$ cat src/rtl/aes_mixcol_pkg.sv
// Shared definitions for the AES MixColumns / InvMixColumns engine.
// Holds the GF(2^8) xtime helper, column/polynomial constants, the engine
// state enum and the mode encodings used by the engine and column sub-module.
package aes_mixcol_pkg;

    localparam int unsigned AES_NUM_COLS = 4;
    localparam logic [7:0]  AES_POLY     = 8'h1b;

    localparam logic MIXCOL_FWD = 1'b0;
    localparam logic MIXCOL_INV = 1'b1;

    typedef enum logic [1:0] {
        IDLE,
        CALC,
        OUT
    } mixcol_state_t;

    // Multiply by x in GF(2^8) modulo x^8+x^4+x^3+x+1.
    function automatic logic [7:0] xtime(input logic [7:0] x);
        return {x[6:0], 1'b0} ^ (AES_POLY & {8{x[7]}});
    endfunction

endpackage

$ cat src/rtl/aes_mixcol_col.sv
// Combinational transform of one 32-bit AES state column.
// Row r of the column lives at bits [8r+7:8r].
// Optional macro: AES_MIXCOL_INV_EN compiles in the inverse pre-step;
// without it inv_i is ignored and the forward transform is always applied.
// Ports:
//   col_i  - input column
//   inv_i  - 0: MixColumns, 1: InvMixColumns
//   col_o  - transformed column
module aes_mixcol_col
    import aes_mixcol_pkg::*;
(
    input  logic [31:0] col_i,
    input  logic        inv_i,
    output logic [31:0] col_o
);

    logic [7:0] a0, a1, a2, a3;
    logic [7:0] b0, b1, b2, b3;

    assign a0 = col_i[7:0];
    assign a1 = col_i[15:8];
    assign a2 = col_i[23:16];
    assign a3 = col_i[31:24];

`ifdef AES_MIXCOL_INV_EN
    logic [7:0] u, v;

    // Folding 4*(a0^a2) / 4*(a1^a3) into the input turns the forward
    // {2,3,1,1} network into the inverse {14,11,13,9} one.
    assign u = xtime(xtime(a0 ^ a2));
    assign v = xtime(xtime(a1 ^ a3));

    always_comb begin
        b0 = a0;
        b1 = a1;
        b2 = a2;
        b3 = a3;
        if (inv_i == MIXCOL_INV) begin
            b0 = a0 ^ u;
            b1 = a1 ^ v;
            b2 = a2 ^ u;
            b3 = a3 ^ v;
        end
    end
`else
    logic unused_inv;
    assign unused_inv = inv_i;

    assign b0 = a0;
    assign b1 = a1;
    assign b2 = a2;
    assign b3 = a3;
`endif

    // o_r = 2*b_r ^ 3*b_{r+1} ^ b_{r+2} ^ b_{r+3}
    assign col_o[7:0]   = xtime(b0) ^ xtime(b1) ^ b1 ^ b2 ^ b3;
    assign col_o[15:8]  = xtime(b1) ^ xtime(b2) ^ b2 ^ b3 ^ b0;
    assign col_o[23:16] = xtime(b2) ^ xtime(b3) ^ b3 ^ b0 ^ b1;
    assign col_o[31:24] = xtime(b3) ^ xtime(b0) ^ b0 ^ b1 ^ b2;

endmodule

$ cat src/rtl/aes_mixcol_engine.sv
// Handshaked AES MixColumns / InvMixColumns engine.
// Accepts one 128-bit state, transforms COLS columns per cycle over 4/COLS
// beats, then holds the result until the downstream stage takes it.
// Column k of a state is at [127-32k -: 32].
// Optional macro: AES_MIXCOL_INV_EN enables in_inv; without it every
// transfer computes forward MixColumns.
// Ports:
//   clk, rst             - clock, asynchronous active-high reset
//   in_valid/in_ready    - input handshake; in_data state, in_inv mode
//   out_valid/out_ready  - output handshake; out_data result
//   busy                 - high while columns are being computed
module aes_mixcol_engine
    import aes_mixcol_pkg::*;
#(
    parameter int unsigned COLS = 4
) (
    input  logic         clk,
    input  logic         rst,
    input  logic         in_valid,
    output logic         in_ready,
    input  logic [127:0] in_data,
    input  logic         in_inv,
    output logic         out_valid,
    input  logic         out_ready,
    output logic [127:0] out_data,
    output logic         busy
);

    if (COLS != 1 && COLS != 2 && COLS != 4) begin : g_bad_cols
        $error("aes_mixcol_engine: COLS must be 1, 2 or 4");
    end

    localparam int unsigned NumBeats = AES_NUM_COLS / COLS;
    localparam logic [1:0]  LastBeat = 2'(NumBeats - 1);

    mixcol_state_t state_q, state_d;
    logic [1:0]    beat_q, beat_d;
    logic [31:0]   src_q [AES_NUM_COLS];
    logic [31:0]   src_d [AES_NUM_COLS];
    logic [31:0]   res_q [AES_NUM_COLS];
    logic [31:0]   res_d [AES_NUM_COLS];
    logic          inv_q;
    logic          accept;

    logic [1:0]    col_idx [COLS];
    logic [31:0]   col_in  [COLS];
    logic [31:0]   col_out [COLS];

    for (genvar j = 0; j < COLS; j++) begin : g_col
        // For COLS=4 the multiplier casts to 0, so lane j always maps to column j.
        assign col_idx[j] = beat_q * 2'(COLS) + 2'(j);
        assign col_in[j]  = src_q[col_idx[j]];

        aes_mixcol_col u_col (
            .col_i (col_in[j]),
            .inv_i (inv_q),
            .col_o (col_out[j])
        );
    end

    // Only OUT makes in_ready depend on out_ready.
    assign in_ready  = (state_q == IDLE) || ((state_q == OUT) && out_ready);
    assign accept    = in_valid && in_ready;
    assign out_valid = (state_q == OUT);
    assign busy      = (state_q == CALC);
    assign out_data  = {res_q[0], res_q[1], res_q[2], res_q[3]};

    always_comb begin
        state_d = state_q;
        beat_d  = beat_q;
        src_d   = src_q;
        res_d   = res_q;

        unique case (state_q)
            IDLE: ;
            CALC: begin
                for (int j = 0; j < int'(COLS); j++) begin
                    res_d[col_idx[j]] = col_out[j];
                end
                beat_d = beat_q + 2'd1;
                if (beat_q == LastBeat) begin
                    state_d = OUT;
                end
            end
            OUT: begin
                if (out_ready) begin
                    state_d = IDLE;
                end
            end
            default: state_d = IDLE;
        endcase

        // A new state can arrive in IDLE or in the same cycle OUT drains.
        if (accept) begin
            for (int k = 0; k < int'(AES_NUM_COLS); k++) begin
                src_d[k] = in_data[127 - 32*k -: 32];
            end
            beat_d  = '0;
            state_d = CALC;
        end
    end

    always_ff @(posedge clk or posedge rst) begin
        if (rst) begin
            state_q <= IDLE;
            beat_q  <= '0;
            for (int k = 0; k < int'(AES_NUM_COLS); k++) begin
                src_q[k] <= '0;
                res_q[k] <= '0;
            end
        end else begin
            state_q <= state_d;
            beat_q  <= beat_d;
            src_q   <= src_d;
            res_q   <= res_d;
        end
    end

`ifdef AES_MIXCOL_INV_EN
    always_ff @(posedge clk or posedge rst) begin
        if (rst) begin
            inv_q <= MIXCOL_FWD;
        end else if (accept) begin
            inv_q <= in_inv;
        end
    end
`else
    logic unused_in_inv;
    assign unused_in_inv = in_inv;
    assign inv_q         = MIXCOL_FWD;
`endif

endmodule

$ cat config.mk
export PLATFORM = sky130hd
export DESIGN_NAME = aes_mixcol_engine
export DESIGN_NICKNAME = d
export VERILOG_FILES = /design/src/rtl/aes_mixcol_pkg.sv /design/src/rtl/aes_mixcol_col.sv /design/src/rtl/aes_mixcol_engine.sv
export SDC_FILE = /design/constraint.sdc
export NUM_CORES = 1
export LEC_CHECK = 0
export ABC_AREA = 1
export CELL_PAD_IN_SITES_DETAIL_PLACEMENT = 0
export CELL_PAD_IN_SITES_GLOBAL_PLACEMENT = 1
export CORE_MARGIN = 5
export CORE_UTILIZATION = 35
export CTS_CLUSTER_DIAMETER = 40
export DETAILED_ROUTE_END_ITERATION = 6
export GPL_ROUTABILITY_DRIVEN = 0
export PLACE_DENSITY_LB_ADDON = 0.1
export SKIP_LAST_GASP = 1
export SYNTH_ARGS = -nofsm -noshare
export SYNTH_HDL_FRONTEND = slang
export SYNTH_SLANG_ARGS = --single-unit
$ cat constraint.sdc
create_clock -name clk -period 21.2 [get_ports clk]
set_clock_uncertainty 0.1 [all_clocks]
set_input_delay 4.24 -clock clk [delete_from_list [all_inputs] [get_ports clk]]
set_output_delay 4.24 -clock clk [all_outputs]
set_load 0.02 [all_outputs]
Yosys cells after proc, flatten, opt, wreduce, memory -nomap -nowiden --
Index checks and enable logic that the tools add are counted.
Storage, ports and cells: bits in registers 260, ROM bits 0, memories kept 0, word-level logic and storage cells 109, bits in latches 0, input bits 133, memory bits (writable) 0
Operators by class: bitwise gates (word level) 80, magnitude comparators 0, reductions and logical operators 7, multiply operators 0, mux-type cells 6, eq/ne operators 5, add/sub/neg operators 1, shifts and indexed selects 0, div/mod/pow operators 0
Operator list (number):
- $xor 8x8->8 | 64
- $xor 8x5->8 | 16
- $mux 2 | 5
- $ne 3x1->1 const B | 2
- $pmux 2 s3 | 1
- $logic_not 2->1 | 2
- $reduce_and 3->1 | 1
- $add 2x1->2 const B | 1
- $eq 2x1->1 const B | 1
- $eq 2x2->1 const B | 1
- $logic_and 1x1->1 | 2
- $ne 2x2->1 const B | 1
- $reduce_bool 2->1 | 1
- $logic_or 1x1->1 | 1

Depth between registers and ports, before layout --
depth after elaboration 6, mapped depth 11

By module --
Synthesis repeated with hierarchy kept, for this count alone.
Second synthesis, totals: cells, all modules 2449, area total of the unflattened synthesis 16659.7 µm²
Modules (own cells, without submodules):
- aes_mixcol_engine | cells an instance 1141, times used 1, area an instance 10258.6 µm², seq. area each 6506.2 µm²
- aes_mixcol_col | cells an instance 327, times used 4, area an instance 1600.3 µm², seq. area each 0.0 µm²

Worst setup path after synthesis --
OpenSTA, ideal clock, no wires.
path kind input -> output, start input out_ready, end output in_ready, path buffers 0, stages 2, setup slack 12322 ps, arrival time 4538 ps, path through inv_1 a21oi_2
Between the ends: word-level cells in the longest chain between the ends 2
Ends and longest elaborated chain:
- start: declaration | RTL line aes_mixcol_engine.sv:24 | input logic out_ready,
- $logic_and 1x1->1 | RTL line aes_mixcol_engine.sv:62 | assign in_ready = (state_q == IDLE) || ((state_q == OUT) && out_ready);
- $logic_or 1x1->1 | RTL line aes_mixcol_engine.sv:62
- end: declaration | RTL line aes_mixcol_engine.sv:20 | output logic in_ready,
Every way passes these cells.

Worst setup path after layout --
Ends and elaborated chain as after synthesis.

==> results.json <==
{
  "avgRoutedWirePerCell_um": 15.3,
  "grt_first_pass_wirelength_mm": 76.3,
  "cap_violations": 0,
  "ys_dominant_reg_cell": "sky130_fd_sc_hd__dfrtp_1",
  "post-synth-top-area-fraction": 0.418,
  "final_antenna_net_count": 0,
  "layout_worst_path_cycle_share": 0.466,
  "ctsHoldBuffers": 0,
  "clockRootBuffer": "sky130_fd_sc_hd__clkbuf_16",
  "rsz0062_at_grt": "no",
  "number_of_synthesized_flops_with_an_enable_pin": 0,
  "worstHoldPathType": "reg2reg",
  "synth.top_cells.by_area": "sky130_fd_sc_hd__dfrtp_1 42%, sky130_fd_sc_hd__nand2_1 25%, sky130_fd_sc_hd__nand3_1 7.5%",
  "data_arrival_time_at_the_worst_slack_endpoint_ns": 5.53,
  "areaGrowthSynthToFinish_pct": 32.0,
  "instances_no_fill": 3065,
  "mappedNetlistArea_um2": 15600,
  "io-pin-count": 264,
  "clock_sink_count": 260,
  "postSynthRegisterBits": 260,
  "vias_in_the_first_global_route": 14000,
  "post_route_cells_drive_above_1_share": 0.0546,
  "timing_worst_setup_path_type": "in2out",
  "detail_route.first_pass.iterations": 5,
  "postSynth.asyncResetShare": 1.00,
  "dp.cells": 2955,
  "number_of_antenna_violations_at_the_first_check_in_global_routing": 7,
  "timing.rr.end": "src_q[127]",
  "initial_utilization": 0.352,
  "hold_depth": 2,
  "clk_transition_reported_paths_ns": 0.04,
  "min-delay-start": "out_data[63]",
  "final_period_minus_worst_setup_slack_ns": 9.87,
  "synth_cells": 2203,
  "htree_num_levels": 2,
  "power.static_leakage_uw": 0.0105,
  "grt_util_all_layers": 0.189,
  "coreArea_um2": 44100,
  "worst_slew_pin_slew_ns": 0.997,
  "cp-start-kind": "primary input",
  "clk-insertion-delay-late_ns": 0.58,
  "cts_max_path_buffers": 3,
  "synthesis.nets": 2337,
  "worst_r2r_path_depth": 7,
  "drtIter0Drc": 735,
  "die_width_um": 221,
  "clock.fmax_mhz": 101,
  "grt.overflow.total": 0,
  "vdd_ir_drop_max_uv": 113,
  "run_status": "finished, final reports clean",
  "avgViaCountPerCell": 4.57,
  "final_nets": 2557,
  "p_per_area_nw_per_um2": 213,
  "final-hold-violation-count": 0,
  "grt_start_max_net_pins": 125,
  "place.detailed.hpwl_mm": 32.7,
  "drc": 0,
  "rows": 77,
  "post-synth-top-count-cell": "sky130_fd_sc_hd__nand2_1",
  "post_cts.repair.setup_buffers": 0,
  "path_max_fanout": 2,
  "vias": 14000,
  "setup_viol": 0,
  "chipHeight_um": 221,
  "seq_area_frac_synth": 0.418,
  "count_of_final_max_slew_check_failures": 0,
  "cts_tree": "built",
  "yosysTopAreaCell": "sky130_fd_sc_hd__dfrtp_1",
  "netlist-cell-type-count": 26,
  "syn_area_per_cell_um2": 7.06,
  "synthesis.yosys.warnings": 0,
  "worstReg2RegStart": "state_q[1]",
  "most_frequent_cells_after_synthesis": "1023 x sky130_fd_sc_hd__nand2_1, 260 x sky130_fd_sc_hd__dfrtp_1, 233 x sky130_fd_sc_hd__nand3_1",
  "num-fill-cells": 4631,
  "setup_tns_final_ns": 0,
  "cts_buffers": 58,
  "max-slew-margin-rel": 0.336,
  "timing.critical_path.to_type": "output pin",
  "routed_wl_mm": 47.0,
  "floorplan.die_area_um2": 48800,
  "worstHoldEndpoint": "out_data[63]",
  "worst_ep_required_time_ns": 16.86,
  "report.power.total_uw": 4380,
  "reg2reg_slack_ns": 18.09,
  "place.port_buffers": 262,
  "holdWs_ns": 0.372,
  "post_cts_resized": 0
}
==> sequential cells by signal, indices dropped and copies added (netlist names) <==
signal,flops
src_q,128
beat_q,2
out_data,128
state_q,2
==> placed cells by master (no fill, tap or decap), drive strengths merged, types with 9 or more instances in the layout <==
cell           Yosys  final
or2               14     14
nor2              25     25
clkdlybuf4s50      0    262
bufinv             0     10
xor2             112    112
o21ai             99     99
clkbuf            26     69
nand2           1025   1025
nand3            233    233
clkinvlp           0     14
inv              207    213
clkinv             0      9
xnor2            103    103
dfrtp            260    260
==> critical path, stage by stage <==
cell                              delay, ns
sky130_fd_sc_hd__clkdlybuf4s50_1       0.46
sky130_fd_sc_hd__inv_1                 0.06
sky130_fd_sc_hd__a21oi_2               0.15
sky130_fd_sc_hd__clkdlybuf4s50_1       0.62
==> report_power, final <==
group,internal [µW],leakage (µW),total (µW),switching (µW)
combinational,935,0.00631,2360,1420
sequential,754,0.00318,1060,302
clock,655,0.000988,965,310
total,2340,0.0105,4380,2040
==> final cells by class <==
cell class,count,area [µm²],share of cell area
clock inverter,39,522,0.0254
antenna,2,5.00,0.000244
tap,592,741,0.0361
inverter,207,792,0.0386
multi-input combinational,1627,7700,0.375
sequential,260,6510,0.317
clock buffer,69,1580,0.0772
timing repair buffer,269,2680,0.130
==> routing by layer <==
layer / up-vias / global-route usage / share of wire / wire [µm]
li1: 7209 / - / - / -
met1: 6448 / 0.262 / 0.48 / 22500
met2: 261 / 0.301 / 0.45 / 21200
met3: 71 / 0.0454 / 0.051 / 2390
met4: 10 / 0.0472 / 0.019 / 874
met5: - / 0 / 0.0014 / 67
==> worst max path at each step <==
stage	slack [ns]	cells after the start	to	start
CTS	11.32	4	in_ready	out_ready
global placement	11.32	4	in_ready	out_ready
detailed placement	11.31	4	in_ready	out_ready
floorplan	9.70	1	beat_q[0]	rst
global route	11.29	4	in_ready	out_ready
finish	11.33	4	in_ready	out_ready
==> cells by family after synthesis <==
family / synth area share
AOI/OAI and AO/OA: 0.0357
xor gates and xnor gates: 0.121
adders and majority gates: 0.000804
buffers and inverters: 0.0868
DFF: 0.418
and+or+nand+nor: 0.337
==> through the flow <==
stage,cell area [µm²],util,setup slack [ns]
5_1_grt,20500,0.465,11.29
3_3_place_gp,18400,0.417,11.32
2_1_floorplan,15600,-,9.70
3_5_place_dp,18400,0.417,11.31
6_report,20500,0.465,11.33
4_1_cts,20500,0.465,11.32
(Power assumes the default switching activity.)
